==> src/rtl/lim_mem_readback.sv <==
// rtl/lim_mem_readback.sv - port-B sequential read-back engine for the LiM/racetrack data memory
// Optional macro READBACK_TIMEOUT_EN: abandon the dump when a word's rvalid_b_i never arrives.
module lim_mem_readback #(
  parameter int RAM_ADDR_WIDTH = 22,
  parameter int CNT_WIDTH      = 16,
  parameter int FUNCT_WIDTH    = 3,
  parameter int TIMEOUT_CYCLES = 256
) (
  input  logic                      clk_i,
  input  logic                      rst_ni,
  input  logic                      start_i,
  input  logic [RAM_ADDR_WIDTH-1:0] start_addr_i,
  input  logic [CNT_WIDTH-1:0]      num_words_i,
  output logic                      busy_o,
  output logic                      done_o,
  output logic                      error_o,
  output logic                      en_b_o,
  output logic [RAM_ADDR_WIDTH-1:0] addr_b_o,
  output logic                      we_b_o,
  output logic [3:0]                be_b_o,
  output logic [31:0]               wdata_b_o,
  output logic [FUNCT_WIDTH-1:0]    logic_in_memory_funct_o,
  output logic                      we_b_funct_mem_o,
  output logic [RAM_ADDR_WIDTH-1:0] addr_b_range_o,
  input  logic                      rvalid_b_i,
  input  logic [31:0]               rdata_b_i,
  output logic [31:0]               data_o,
  output logic                      data_valid_o,
  input  logic                      data_ready_i,
  output logic [CNT_WIDTH-1:0]      word_idx_o,
  output logic [31:0]               checksum_o
);

  typedef enum logic [2:0] {
    S_IDLE,
    S_REQ,
    S_WAIT,
    S_OUT,
    S_DONE
  } state_t;

  state_t                    state;
  logic [RAM_ADDR_WIDTH-1:0] addr;
  logic [RAM_ADDR_WIDTH-1:0] addr_next;
  logic [RAM_ADDR_WIDTH-1:0] start_addr_aligned;
  logic [CNT_WIDTH-1:0]      remaining;

  // Port B is used read-only, full-word, with no logic-in-memory operation.
  assign we_b_o                  = 1'b0;
  assign be_b_o                  = 4'b1111;
  assign wdata_b_o               = 32'h0;
  assign logic_in_memory_funct_o = '0;
  assign we_b_funct_mem_o        = 1'b0;
  assign addr_b_range_o          = '0;

  assign addr_next          = addr + RAM_ADDR_WIDTH'(4);
  assign start_addr_aligned = start_addr_i & ~RAM_ADDR_WIDTH'(3);

`ifdef READBACK_TIMEOUT_EN
  localparam int WAIT_W = $clog2(TIMEOUT_CYCLES + 1);
  logic [WAIT_W-1:0] wait_cnt;
  logic              error_q;
  logic              timeout;
  // The last allowed WAIT cycle is the one where the counter shows TIMEOUT_CYCLES-1.
  assign timeout = (wait_cnt == WAIT_W'(TIMEOUT_CYCLES - 1));
  assign error_o = error_q;
`else
  assign error_o = 1'b0;
`endif

  always_ff @(posedge clk_i or negedge rst_ni) begin
    if (!rst_ni) begin
      state        <= S_IDLE;
      addr         <= '0;
      remaining    <= '0;
      busy_o       <= 1'b0;
      done_o       <= 1'b0;
      en_b_o       <= 1'b0;
      addr_b_o     <= '0;
      data_o       <= 32'h0;
      data_valid_o <= 1'b0;
      word_idx_o   <= '0;
      checksum_o   <= 32'h0;
`ifdef READBACK_TIMEOUT_EN
      wait_cnt     <= '0;
      error_q      <= 1'b0;
`endif
    end else begin
      en_b_o <= 1'b0;
      done_o <= 1'b0;
      case (state)
        S_IDLE: begin
          busy_o   <= 1'b0;
          addr_b_o <= '0;
          if (start_i) begin
            busy_o     <= 1'b1;
            addr       <= start_addr_aligned;
            remaining  <= num_words_i;
            checksum_o <= 32'h0;
            word_idx_o <= '0;
`ifdef READBACK_TIMEOUT_EN
            error_q    <= 1'b0;
`endif
            if (num_words_i == '0) begin
              state <= S_DONE;
            end else begin
              state    <= S_REQ;
              en_b_o   <= 1'b1;
              addr_b_o <= start_addr_aligned;
            end
          end
        end
        S_REQ: begin
          state <= S_WAIT;
`ifdef READBACK_TIMEOUT_EN
          wait_cnt <= '0;
`endif
        end
        S_WAIT: begin
          if (rvalid_b_i) begin
            data_o       <= rdata_b_i;
            data_valid_o <= 1'b1;
            state        <= S_OUT;
          end
`ifdef READBACK_TIMEOUT_EN
          else if (timeout) begin
            error_q <= 1'b1;
            state   <= S_DONE;
          end else begin
            wait_cnt <= wait_cnt + WAIT_W'(1);
          end
`endif
        end
        S_OUT: begin
          if (data_ready_i) begin
            data_valid_o <= 1'b0;
            checksum_o   <= checksum_o + data_o;
            word_idx_o   <= word_idx_o + CNT_WIDTH'(1);
            remaining    <= remaining - CNT_WIDTH'(1);
            addr         <= addr_next;
            if (remaining == CNT_WIDTH'(1)) begin
              state <= S_DONE;
            end else begin
              state    <= S_REQ;
              en_b_o   <= 1'b1;
              addr_b_o <= addr_next;
            end
          end
        end
        S_DONE: begin
          // busy_o stays high through the done_o cycle; IDLE drops it next.
          done_o   <= 1'b1;
          addr_b_o <= '0;
          state    <= S_IDLE;
        end
        default: state <= S_IDLE;
      endcase
    end
  end

endmodule

==> config.mk <==
export PLATFORM = sky130hd
export DESIGN_NAME = lim_mem_readback
export DESIGN_NICKNAME = d
export VERILOG_FILES = /design/src/rtl/lim_mem_readback.sv
export SDC_FILE = /design/constraint.sdc
export NUM_CORES = 1
export LEC_CHECK = 0
export ABC_CLOCK_PERIOD_IN_PS = 3000
export CORE_ASPECT_RATIO = 1.4
export CORE_MARGIN = 2
export CORE_UTILIZATION = 49
export DETAILED_ROUTE_END_ITERATION = 12
export GPL_ROUTABILITY_DRIVEN = 0
export PLACE_DENSITY_LB_ADDON = 0.2
export SKIP_LAST_GASP = 1
export SLEW_MARGIN = 10
export SYNTH_ARGS = -nofsm -noshare
export SYNTH_HDL_FRONTEND = slang
export SYNTH_SLANG_ARGS = --single-unit
==> constraint.sdc <==
create_clock -name clk_i -period 3 [get_ports clk_i]
set_clock_uncertainty 0.2 [all_clocks]
set_input_delay 0.6 -clock clk_i [delete_from_list [all_inputs] [get_ports clk_i]]
set_output_delay 0.6 -clock clk_i [all_outputs]
set_load 0.05 [all_outputs]
# Word level (Yosys, flattened, before mapping)
# Cells that the tools add are included.
# W data, S select, Z words.
[totals] regBits=147 in_bits=75 out_inout_bits=170 word_cells=67
[op_classes] addsub=4 n_eq_ne=9 n_mux=33 reduce_logical=10
[op_table] operator="$mux W22" count=6
[op_table] operator="$pmux W22 S3" count=1
[op_table] operator="$mux W16" count=4
[op_table] operator="$mux W32" count=2
[op_table] operator="$pmux W16 S2" count=2
[op_table] operator="$pmux W32 S2" count=1
[op_table] operator="$pmux W22 S2" count=1
[op_table] operator="$add A32 B32 Y32" count=1
[op_table] operator="$add A22 B3 Y22 const B" count=1
[op_table] operator="$add A16 B1 Y16 const B" count=1
[op_table] operator="$eq A16 B1 Y1 const B" count=1
[op_table] operator="$logic_not A16 Y1" count=1
[op_table] operator="$sub A16 B1 Y16 const B" count=1
[op_table] operator="$mux W3" count=5
[op_table] operator="$pmux W3 S4" count=1
[op_table] operator="$reduce_and A3 Y1" count=4
[op_table] operator="$mux W1" count=8
[op_table] operator="$ne A2 B2 Y1 const B" count=4
[op_table] operator="$eq A3 B2 Y1 const B" count=2
[op_table] operator="$pmux W1 S2" count=2
[op_table] operator="$reduce_bool A2 Y1" count=2
[op_table] operator="$eq A3 B1 Y1 const B" count=1
[op_table] operator="$eq A3 B3 Y1 const B" count=1
[op_table] operator="$logic_not A3 Y1" count=1
[op_table] operator="2 further kinds" count=2

# Longest topological paths before layout
# Gate-level depths: netlist of run 1.
[logic_depth] depth_word=4 depth_mapped=11 mapped_depth_nobuf=11

# Least setup slack after synthesis of run 1
# No wires, ideal clock.
[synth_timing] path_type="reg-to-reg" startpoint="reg checksum_o[0]" endpoint="reg checksum_o[28]" setup_ps=125 arrival_ps=2662 required_ps=2675 setup_slack_ps=13 stages_incl_launch_ff=12 path_buffers=0 synth_period_minus_slack_ps=2987 path_cell_list="dfrtp_1 > ha_1 > inv_1 > fa_1 > nand2b_1 > a21oi_1 > o22ai_1 > o21ai_1 > o21ai_1 > o41ai_2 > nand2_1 > mux2_2"
[synth_via] elab_chain_len=3
[synth_rtl] element="start: declaration" line="31" text="output logic [31:0] checksum_o"
[synth_rtl] element="start signal: assignment" line="137" text="checksum_o <= checksum_o + data_o;"
[synth_rtl] element="$add A32 B32 Y32" line="137"
[synth_rtl] element="$mux W32" line="135" text="if (data_ready_i) begin"
[synth_rtl] element="$pmux W32 S2" line="91" text="case (state)"
# No other way between the ends. The select of a mux whose other input is x is not followed.
# A chain may end at the register's enable or synchronous reset.

# Worst setup path in the final report of run 1
[layout_timing] startpoint="reg data_o[8]" endpoint="reg checksum_o[31]"
[layout_via] elab_chain_len=3
[layout_rtl] element="start: declaration" line="27" text="output logic [31:0] data_o,"
[layout_rtl] element="start signal: assignment" line="121" text="data_o <= rdata_b_i;"
[layout_rtl] element="$add A32 B32 Y32" line="137"
[layout_rtl] element="$mux W32" line="135"
[layout_rtl] element="$pmux W32 S2" line="91"
# No other way between the ends. The select of a mux whose other input is x is not followed.

==> results.sh, run 1 <==
export IMPL_status="complete, no violations"
export IMPL_dominantRegCellSynth="dfrtp_1"
export IMPL_wl_met2_um=11800
export IMPL_num_antenna_cells=0
export IMPL_track_usage_pct=23.9
export IMPL_nFillCells=1489
export IMPL_holdCritPathClass="register to register"
export IMPL_clock_fmax_ghz=0.350
export IMPL_wirelength_um=22400
export IMPL_syn_instance_count=991
export IMPL_cts_tree="done"
export IMPL_multi_input_comb_area_mm2=0.00475
export IMPL_yosys_warnings=0
export IMPL_slew_violations=0
export IMPL_async_flop_share_pct=100
export IMPL_wl_met1_um=8710
export IMPL_cellLeakagePower_nw=4.86
export IMPL_die_width_um=117
export IMPL_instances_no_fill=1420
export IMPL_synth_area_leader_cell="dfrtp_1"
export IMPL_clock_tree_root_cell="clkbuf_16"
export IMPL_firstDrtPassIters=4
export IMPL_numPortBuffers=176
export IMPL_slew_limit_headroom_pct=36.1
export IMPL_rsz0062_at_grt="true"
export IMPL_fin_crit_ns=2.86
export IMPL_synth_area_mm2=0.00879
export IMPL_endpoint_kind="register"
export IMPL_synth_cell_type_count=73
export IMPL_grt_pass1_wl_um=36100
export IMPL_path_clk_slew_ns=0.06
export IMPL_final_layout_size_suffix_gt1_share_pct=9.88
export IMPL_ys_seq_elements=143
export IMPL_reg2reg_depth=9
export IMPL_dp_cells=1382
export IMPL_startpoint="data_o[8]"
export IMPL_intPower_mw=7.62
export IMPL_wl_met3_um=1220
export IMPL_initial_utilization_pct=50.3
export IMPL_synth_edf_count=0
export IMPL_cts_htree_levels=4
export IMPL_fin_crit_sh_pct=95.2
export IMPL_routed_via_count=7685
export IMPL_wl_per_cell_um=15.8
export IMPL_r2r_start="data_o[8]"
export IMPL_area_growth_pct=29.6
export IMPL_critical_path_max_fanout=6
export IMPL_grt_pass1_vias=7413
export IMPL_clockPowerShare_pct=13.9
export IMPL_setup_violations=0
export IMPL_setup_ws_ns=0.144
export IMPL_clkSinkCount=143
export IMPL_grt_max_degree=66
export IMPL_pwr_share_seq_pct=23.4
export IMPL_post_dp_hpwl_um=16200
export IMPL_io_pins=245
export IMPL_cp_arrival_ns=2.97
export IMPL_die_h_um=162
export IMPL_drt_iter0_drc=418
export IMPL_synth_top_area_share_pct=40.7
export IMPL_switching_share_pct=50.3
export IMPL_required_ns=3.11
export IMPL_synth_area_leaders="dfrtp_1, buf_4, a21oi_1, ha_1, nand2_1"
export IMPL_routed_top_layer="met4"
export IMPL_detail_route_vias_per_cell=5.41
export IMPL_tightest_slew_ns=0.958
export IMPL_antenna_found_initial=0
export IMPL_yosys_top_cells_count="dfrtp_1, nand2_1, nor2_1, a21oi_1, o21ai_0"
export IMPL_max_cap_violations=0
export IMPL_p_per_area_mw_per_mm2=1340
export IMPL_final_hold_viol_count=0
export IMPL_ant_nets=0
export IMPL_regArea_mm2=0.00358
export IMPL_clock_latency_ns=0.43
export IMPL_start_kind="register"
export IMPL_clockBufferDepth=2
export IMPL_path_class="register to register"
export IMPL_gr_total_overflow=0
export IMPL_pwr_share_comb_pct=62.7
export IMPL_holdPathStages=2
export IMPL_core_mm2=0.0175
export IMPL_power_switching_mw=7.70
export IMPL_die_area_mm2=0.0190
export IMPL_num_rows=57
export IMPL_final_nets=1282
export IMPL_syn_avg_cell_area_um2=8.87
export IMPL_hp_start="remaining[11]"
export IMPL_pre_cts_slack_ns=0.0298
export IMPL_seq_area_frac_synth_pct=40.7
export IMPL_drc=0
export IMPL_vdd_drop_max_mv=0.800
export IMPL_yosysMostFrequentCell="dfrtp_1"
export IMPL_numCtsBuffers=17
[critical path, cell delays in order, from the launching register on]
cell	delay (ns)
dfrtp_1	0.39
ha_1	0.38
a21oi_1	0.17
o21ai_1	0.10
o21ba_1	0.23
o311ai_4	0.35
a211oi_1	0.13
or3_1	0.34
and3_1	0.18
a221o_1	0.25
[metal layers]
metal  vias to the layer above  track usage [%]
met2                       241             42.3
met1                      3648             27.4
li1                       3752                -
met4                         0             10.2
met5                         -                0
met3                        44             5.02
[cells by family after synthesis]
family,after synthesis,synth area share (%)
fa+ha+maj,36,5.21
xor+xnor,56,5.58
compound gates,276,18.7
simple gates,313,16.8
buf+inv,131,8.61
flops,143,40.7
mux,34,4.33
other cells,2,0.0854
[registers in the layout, indices dropped and copies added (netlist names)]
signal and cells:
checksum_o 32, done_o 1, busy_o 1, addr 20
en_b_o 1, data_valid_o 1, state 3, addr_b_o 20
word_idx_o 16, data_o 32, remaining 16
[timing repair]
item / in CTS / in global routing
pin swaps: 2 / 4
gates cloned: 0 / 0
hold buffers: 1 / 0
endpoints found under the setup margin: 2 / 6
resized for setup: 2 / 5
setup buffers: 2 / 3
endpoints found under the hold margin: 29 / 0
[final cells by class]
class                           instances  area share (%)
Multi-Input combinational cell        781            41.7
Sequential cell                       143            31.4
Timing Repair Buffer                  210            18.5
Clock buffer                           20            4.01
Tap cell                              236            2.59
Clock inverter                         12            1.19
Inverter                               18           0.593
[worst paths after layout]
| check | to | slack, ns |
|---|---|---|
| worst max-delay path | checksum_o[31] | 0.14 |
| worst min-delay path | remaining[11] | 0.29 |
| worst max register to register | checksum_o[31] | 0.14 |
| worst min register to register | remaining[11] | 0.29 |
| max in group asynchronous | busy_o | 1.36 |
| min in group asynchronous | word_idx_o[13] | 0.54 |
[power groups by stage]
| stage | registers, mW | clock network (mW) | logic (mW) |
|---|---|---|---|
| 3_3_place_gp | 3.58 | 0 | 9.30 |
| 4_1_cts | 3.59 | 2.17 | 9.53 |
| 5_1_grt | 3.72 | 2.25 | 10.5 |
| 6_report | 3.59 | 2.13 | 9.60 |
| 2_1_floorplan | 5.56 | 0 | 4.78 |
| 3_5_place_dp | 3.61 | 0 | 9.41 |
[cell usage in the layout (no fill, tap or decap), types with 29 or more instances in the layout]
cell,n
a21oi_1,93
nand2_1,101
o21ai_0,75
conb_1,66
dfrtp_1,143
nand3_1,36
nor2_1,92
xor2_1,29
clkdlybuf4s50_1,175
ha_1,34
[per-stage QoR]
| step | power, mW | hold slack (ns) | setup TNS (ns) | area, um2 | utilization (%) |
|---|---|---|---|---|---|
| floorplan | 10.3 | 0.104 | 0 | 9030 | - |
| global placement | 12.9 | 0.263 | 0 | 10700 | 61.4 |
| detailed placement | 13.0 | 0.282 | 0 | 10700 | 61.4 |
| CTS | 15.3 | 0.300 | 0 | 11300 | 64.9 |
| global route | 16.4 | 0.317 | -0.0217 | 11400 | 65.2 |
| finish | 15.3 | 0.293 | 0 | 11400 | 65.2 |
Power figures use the tool's default switching activity.
==> run 2: changes to the inputs <==
--- a/config.mk
+++ b/config.mk
@@ -8,7 +8,7 @@
 export ABC_CLOCK_PERIOD_IN_PS = 3000
 export CORE_ASPECT_RATIO = 1.4
 export CORE_MARGIN = 2
-export CORE_UTILIZATION = 49
+export CORE_UTILIZATION = 39
 export DETAILED_ROUTE_END_ITERATION = 12
 export GPL_ROUTABILITY_DRIVEN = 0
 export PLACE_DENSITY_LB_ADDON = 0.2
==> run 2 against run 1 <==
  * The flow now finishes with violations (hold timing)
  * Combinational power barely moved
  * Non-clock buffer count rose by 3
  * Sequential share of layout area fell by 0.31 points
  * Setup slack got worse by 0.013 ns
  * Die area rose by 25%
  * Clock-buffer cell count rose by 2
  * Critical path type unchanged
  * Cell count rose by 4.8%
  * Sequential power barely moved
  * Global-route usage fell by 4.3 points
==> results.sh, run 2 (synthesis gave the netlist of run 1 again) <==
export IMPL_pre_cts_slack_ns=0.0194
export IMPL_r2r_end="checksum_o[31]"
export IMPL_reg2reg_depth=9
export IMPL_slew_violations=0
export IMPL_path_cells="ha_1 > a21oi_1 > o21ai_1 > o21ba_1 > o311ai_2 > a211oi_1 > or3_1 > and3_1 > a221o_1"
export IMPL_rsz0062_at_grt="false"
export IMPL_numCtsBuffers=17
export IMPL_firstDrtPassIters=5
export IMPL_cp_arrival_ns=2.98
export IMPL_track_usage_pct=19.6
export IMPL_crit_family="compound AO/OA/AOI/OAI gates"
export IMPL_clkSinkCount=143
export IMPL_setup_ws_ns=0.131
export IMPL_post_dp_hpwl_um=16900
export IMPL_slew_limit_headroom_pct=51.7
export IMPL_final_nets=1285
export IMPL_r2r_start="data_o[8]"
export IMPL_cp_buffers_inverters=0
export IMPL_multi_input_comb_area_mm2=0.00473
export IMPL_drt_iter0_drc=380
export IMPL_antenna_found_initial=0
export IMPL_regArea_mm2=0.00358
export IMPL_die_h_um=182
export IMPL_layout_common_cells="clkdlybuf4s50_1, dfrtp_1, nand2_1"
export IMPL_path_class="register to register"
export IMPL_vdd_drop_max_mv=0.875
export IMPL_reg2reg_slack_ns=0.13
export IMPL_area_growth_pct=30.9
export IMPL_tightest_slew_ns=0.724
export IMPL_num_rows=65
export IMPL_numPortBuffers=176
export IMPL_p_per_area_mw_per_mm2=1350
export IMPL_critical_path_max_fanout=6
export IMPL_num_antenna_cells=0
export IMPL_endpoint_kind="register"
export IMPL_fin_crit_sh_pct=95.6
export IMPL_cts_htree_levels=4
export IMPL_max_cap_violations=0
export IMPL_grt_pass1_wl_um=37000
export IMPL_nFillCells=2097
export IMPL_wirelength_um=23000
export IMPL_cpPeakStageDelay_ns=0.39
export IMPL_use_met2_pct=35.6
export IMPL_ant_nets=0
export IMPL_gr_total_overflow=0
export IMPL_grt_pass1_vias=7367
export IMPL_die_area_mm2=0.0238
export IMPL_holdCritPathClass="input pin to asynchronous set/reset pin"
export IMPL_grt_busiest_layer="met2"
export IMPL_cts_tree="done"
export IMPL_die_width_um=131
export IMPL_wl_per_cell_um=15.4
export IMPL_drc=0
export IMPL_clock_fmax_ghz=0.349
export IMPL_power_mw=15.5
export IMPL_cellLeakagePower_nw=4.90
export IMPL_final_common_cell="clkdlybuf4s50_1"
export IMPL_setup_tns_ns=0
export IMPL_start_kind="register"
export IMPL_final_layout_size_suffix_gt1_share_pct=9.94
export IMPL_setup_violations=0
export IMPL_routed_via_count=7614
export IMPL_clockBufferDepth=2
export IMPL_fin_crit_ns=2.87
export IMPL_clock_latency_ns=0.43
export IMPL_reg_top3="checksum_o x32, data_o x32"
export IMPL_cpMaxStageDelayCell="dfrtp_1"
export IMPL_whs_ns=-0.00466
export IMPL_clock_tree_root_cell="clkbuf_16"
export IMPL_final_hold_viol_count=5
export IMPL_path_clk_slew_ns=0.06
export IMPL_required_ns=3.12
export IMPL_initial_utilization_pct=39.3
export IMPL_violations="hold timing"
export IMPL_status="complete, but fails checks"
export IMPL_use_met1_pct=22.5
export IMPL_detail_route_vias_per_cell=5.12
export IMPL_io_pins=245
export IMPL_met3_usage_pct=4.24
export IMPL_core_mm2=0.0224
export IMPL_grt_max_degree=71
run 2: changes by cell type in the layout (fill, tap and decap cells not counted), sizes merged:
cell         before  now
buf              34   38
bufinv            2    4
clkbuf           20   22
inv              20   18
clkinv            4    3
clkinvlp          4    3
dlygate4sd3       1    0
run 2: report_power, final:
group          internal [mW]  total, mW  switching (mW)  leakage (nW)
logic                   3.57       9.62            6.04          2.85
registers               2.81       3.58           0.769          1.74
clock network           1.48       2.32           0.841         0.308
run 2: area by class of cell:
class                      count  share of cell area, %
inverter                      18                  0.587
clock buffer                  22                   4.21
clock inverter                10                   1.37
sequential                   143                   31.1
multi-input combinational    781                   41.1
tap                          301                   3.27
timing repair buffer         213                   18.4
run 2: through the flow:
step | utilization (%) | std cells | hold slack (ns) | instance area [um2]
2_1_floorplan | - | 1055 | 0.104 | 9030
3_3_place_gp | 48.5 | 1456 | 0.284 | 10900
6_report | 51.5 | 1488 | -0.00466 | 11500
5_1_grt | 51.5 | 1488 | 0.0518 | 11500
3_5_place_dp | 48.5 | 1456 | 0.289 | 10900
4_1_cts | 51.4 | 1488 | 0.0207 | 11500
run 2: worst max path at each step:
stage | from | to | slack [ns] | depth (start not counted)
floorplan | checksum_o[0] | checksum_o[28] | 0.01 | 11
global placement | data_o[0] | checksum_o[20] | 0.06 | 12
detailed placement | data_o[0] | checksum_o[20] | 0.02 | 12
CTS | data_o[0] | checksum_o[28] | 0.06 | 12
global route | checksum_o[8] | checksum_o[31] | 0.004 | 9
finish | data_o[8] | checksum_o[31] | 0.13 | 9
run 2: worst reg2reg max path: stages (launching register included):
cell	delay, ns
dfrtp_1	0.39
ha_1	0.38
a21oi_1	0.17
o21ai_1	0.10
o21ba_1	0.22
o311ai_2	0.39
a211oi_1	0.14
or3_1	0.33
and3_1	0.17
a221o_1	0.26
run 2: routing by layer:
layer | vias up | wire (um)
met3 | 29 | 1090
met5 | - | 0
met2 | 206 | 12200
li1 | 3759 | -
met4 | 0 | 424
met1 | 3620 | 9320
run 2: timing repair:
item	in CTS	in global routing
gates resized for setup	1	2
hold buffers	0	0
setup endpoints to repair	1	4
buffers inserted	0	0
pin swaps	0	1
==> variant (config.mk and constraints of run 2) <==
Encoding of `state_t`: now one-hot (5 bits for 5 states).
--- a/src/rtl/lim_mem_readback.sv
+++ b/src/rtl/lim_mem_readback.sv
@@ -31,12 +31,12 @@
   output logic [31:0]               checksum_o
 );
 
-  typedef enum logic [2:0] {
-    S_IDLE,
-    S_REQ,
-    S_WAIT,
-    S_OUT,
-    S_DONE
+  typedef enum logic [4:0] {
+    S_IDLE = 5'b00001,
+    S_REQ  = 5'b00010,
+    S_WAIT = 5'b00100,
+    S_OUT  = 5'b01000,
+    S_DONE = 5'b10000
   } state_t;
 
   state_t                    state;
Behaviour: no difference found for any inputs over 4 cycles, from zero or initial values and one cycle with rst_ni low; so few cycles prove little.
==> variant against run 2 <==
Routed wire length up 3.7%; die area up 0.87%; cell area grew 2.1%; utilization rose by 0.87 points; sequential cell count rose by 2; area after synthesis rose by 0.90%; synthesized cell count shrank 0.61%; via count increased by 1.5%; global-route usage is 0.19 points higher; setup slack better by 0.022 ns; non-clock buffer count grew 15; critical endpoint unchanged.
Power is not compared: it rests on default switching activity, and its combinational part moved more than twofold at a synthesized area within 25%.
==> variant: results (changes against run 2) <==
critical_path:
  crit_path_max_fanout: 3  # was 6
  timing.rr.start: "checksum_o[8]"  # was data_o[8]
  cpMaxStageDelayCell: "dfrtp_2"  # was dfrtp_1
  worstPathArrival_ns: 2.96  # was 2.98 ns
  reg2reg_depth: 10  # was 9
  cpPeakStageDelay_ns: 0.42  # was 0.39 ns
logic_synthesis:
  synthAdderAreaFrac_pct: 5.16  # was 5.21%
  synth_cells: 985  # was 991
  synth_mux_area_share_pct: 4.29  # was 4.33%
  yosys-top-cells-area: "dfrtp_1 41%, buf_4 5.8%, ha_1 4.9%"  # was dfrtp_1 41%, buf_4 5.6%, a21oi_1 5.4%
  ys_seq_area_share_pct: 40.9  # was 40.7%
  synth_common_cells: "144 x dfrtp_1, 114 x nand2_1, 86 x o21ai_0"  # was 143 x dfrtp_1, 101 x nand2_1, 95 x nor2_1
  ys_types: 66  # was 73
  synth_xor_xnor_area_share_pct: 4.74  # was 5.58%
  synth_compound_area_share_pct: 18.9  # was 18.7%
route:
  vias: 7730  # was 7,614
  routedWlPerCell_um: 15.9  # was 15.4 µm
  dr.pass1.iters: 4  # was 5
  drtIter0Drc: 398  # was 380
grt:
  grt_max_degree: 56  # was 71
  grtUsageTotal_pct: 19.8  # was 19.6%
  grt_first_pass_wirelength_um: 38400  # was 37,000 µm
  grt_pass1_vias: 7576  # was 7,367
timing:
  slew_headroom_pct: 57.6  # was 51.7%
  worst_slack_ns: 0.153  # was 0.131 ns
  hold_ws_ns: 0.273  # was -0.00466 ns
finish:
  final_nets: 1300  # was 1,285
  drive_above_1_share_pct: 13.1  # was 9.94%
  stdcell_count: 1502  # was 1,488
hold_path:
  hold_path.class: "reg2reg"  # was in2async
  hold-path-endpoint: "addr_b_o[6]"
place:
  portBuffers: 176  # unchanged
  place_ws_ns: 0.0417  # was 0.0194 ns
  placed_cell_area_um2: 11000  # was 10,900 µm²
  hpwl_um: 17300  # was 16,900 µm
run_status:
  status: "complete, no violations"  # was finished, violations left
cts:
  cts_setup_buffers: 0  # unchanged
variant: cell count changes after synthesis, sizes merged, moves of 8 or more:
cell   change
nor2      -18
nand2     +12
xnor2      -9
a21oi     -25
a31oi     -12
nand3      -8
variant: power groups by stage:
| stage | Combinational [W] | Clock, W | Sequential, W |
|---|---|---|---|
| global placement | 0.00413 | 0 | 0.00304 |
| finish | 0.00418 | 0.00229 | 0.00304 |
| global route | 0.00451 | 0.00243 | 0.00312 |
| detailed placement | 0.00417 | 0 | 0.00306 |
| CTS | 0.00419 | 0.00235 | 0.00303 |
| floorplan | 0.00187 | 0 | 0.00401 |
variant: layer usage:
layer	global-route usage, %	vias up	wire length (µm)
li1	-	3791	-
met1	23.5	3706	9950
met2	35.8	205	12300
met3	4.22	28	1090
met4	6.30	0	483
met5	0	-	0
variant: area by class of cell:
class / count / area (µm²)
Clock buffer: 18 / 439
Clock inverter: 13 / 185
Fill cell: 2120 / 10700
Inverter: 25 / 93.8
Multi-Input combinational cell: 772 / 4830
Sequential cell: 145 / 3640
Tap cell: 301 / 377
Timing Repair Buffer: 228 / 2180
variant: worst max-delay path by stage:
stage,start,to
6_report,checksum_o[8],checksum_o[31]
5_1_grt,checksum_o[8],checksum_o[31]
4_1_cts,data_o[0],checksum_o[26]
3_5_place_dp,data_ready_i,addr_b_o[17]
3_3_place_gp,num_words_i[1],addr_b_o[21]
2_1_floorplan,checksum_o[10],checksum_o[31]
variant: timing repair:
action,in CTS,in global routing
resized for setup,0,16
setup endpoints to repair,0,14
endpoints found under the hold margin,51,0
hold buffers,1,0
variant: worst min-delay path: cells and delay by family (launching register included):
family,cells,cell delay [ns]
AND/OR/NAND/NOR,1,0.04
flip-flops,1,0.34
AO/OA/AOI/OAI,1,0.05
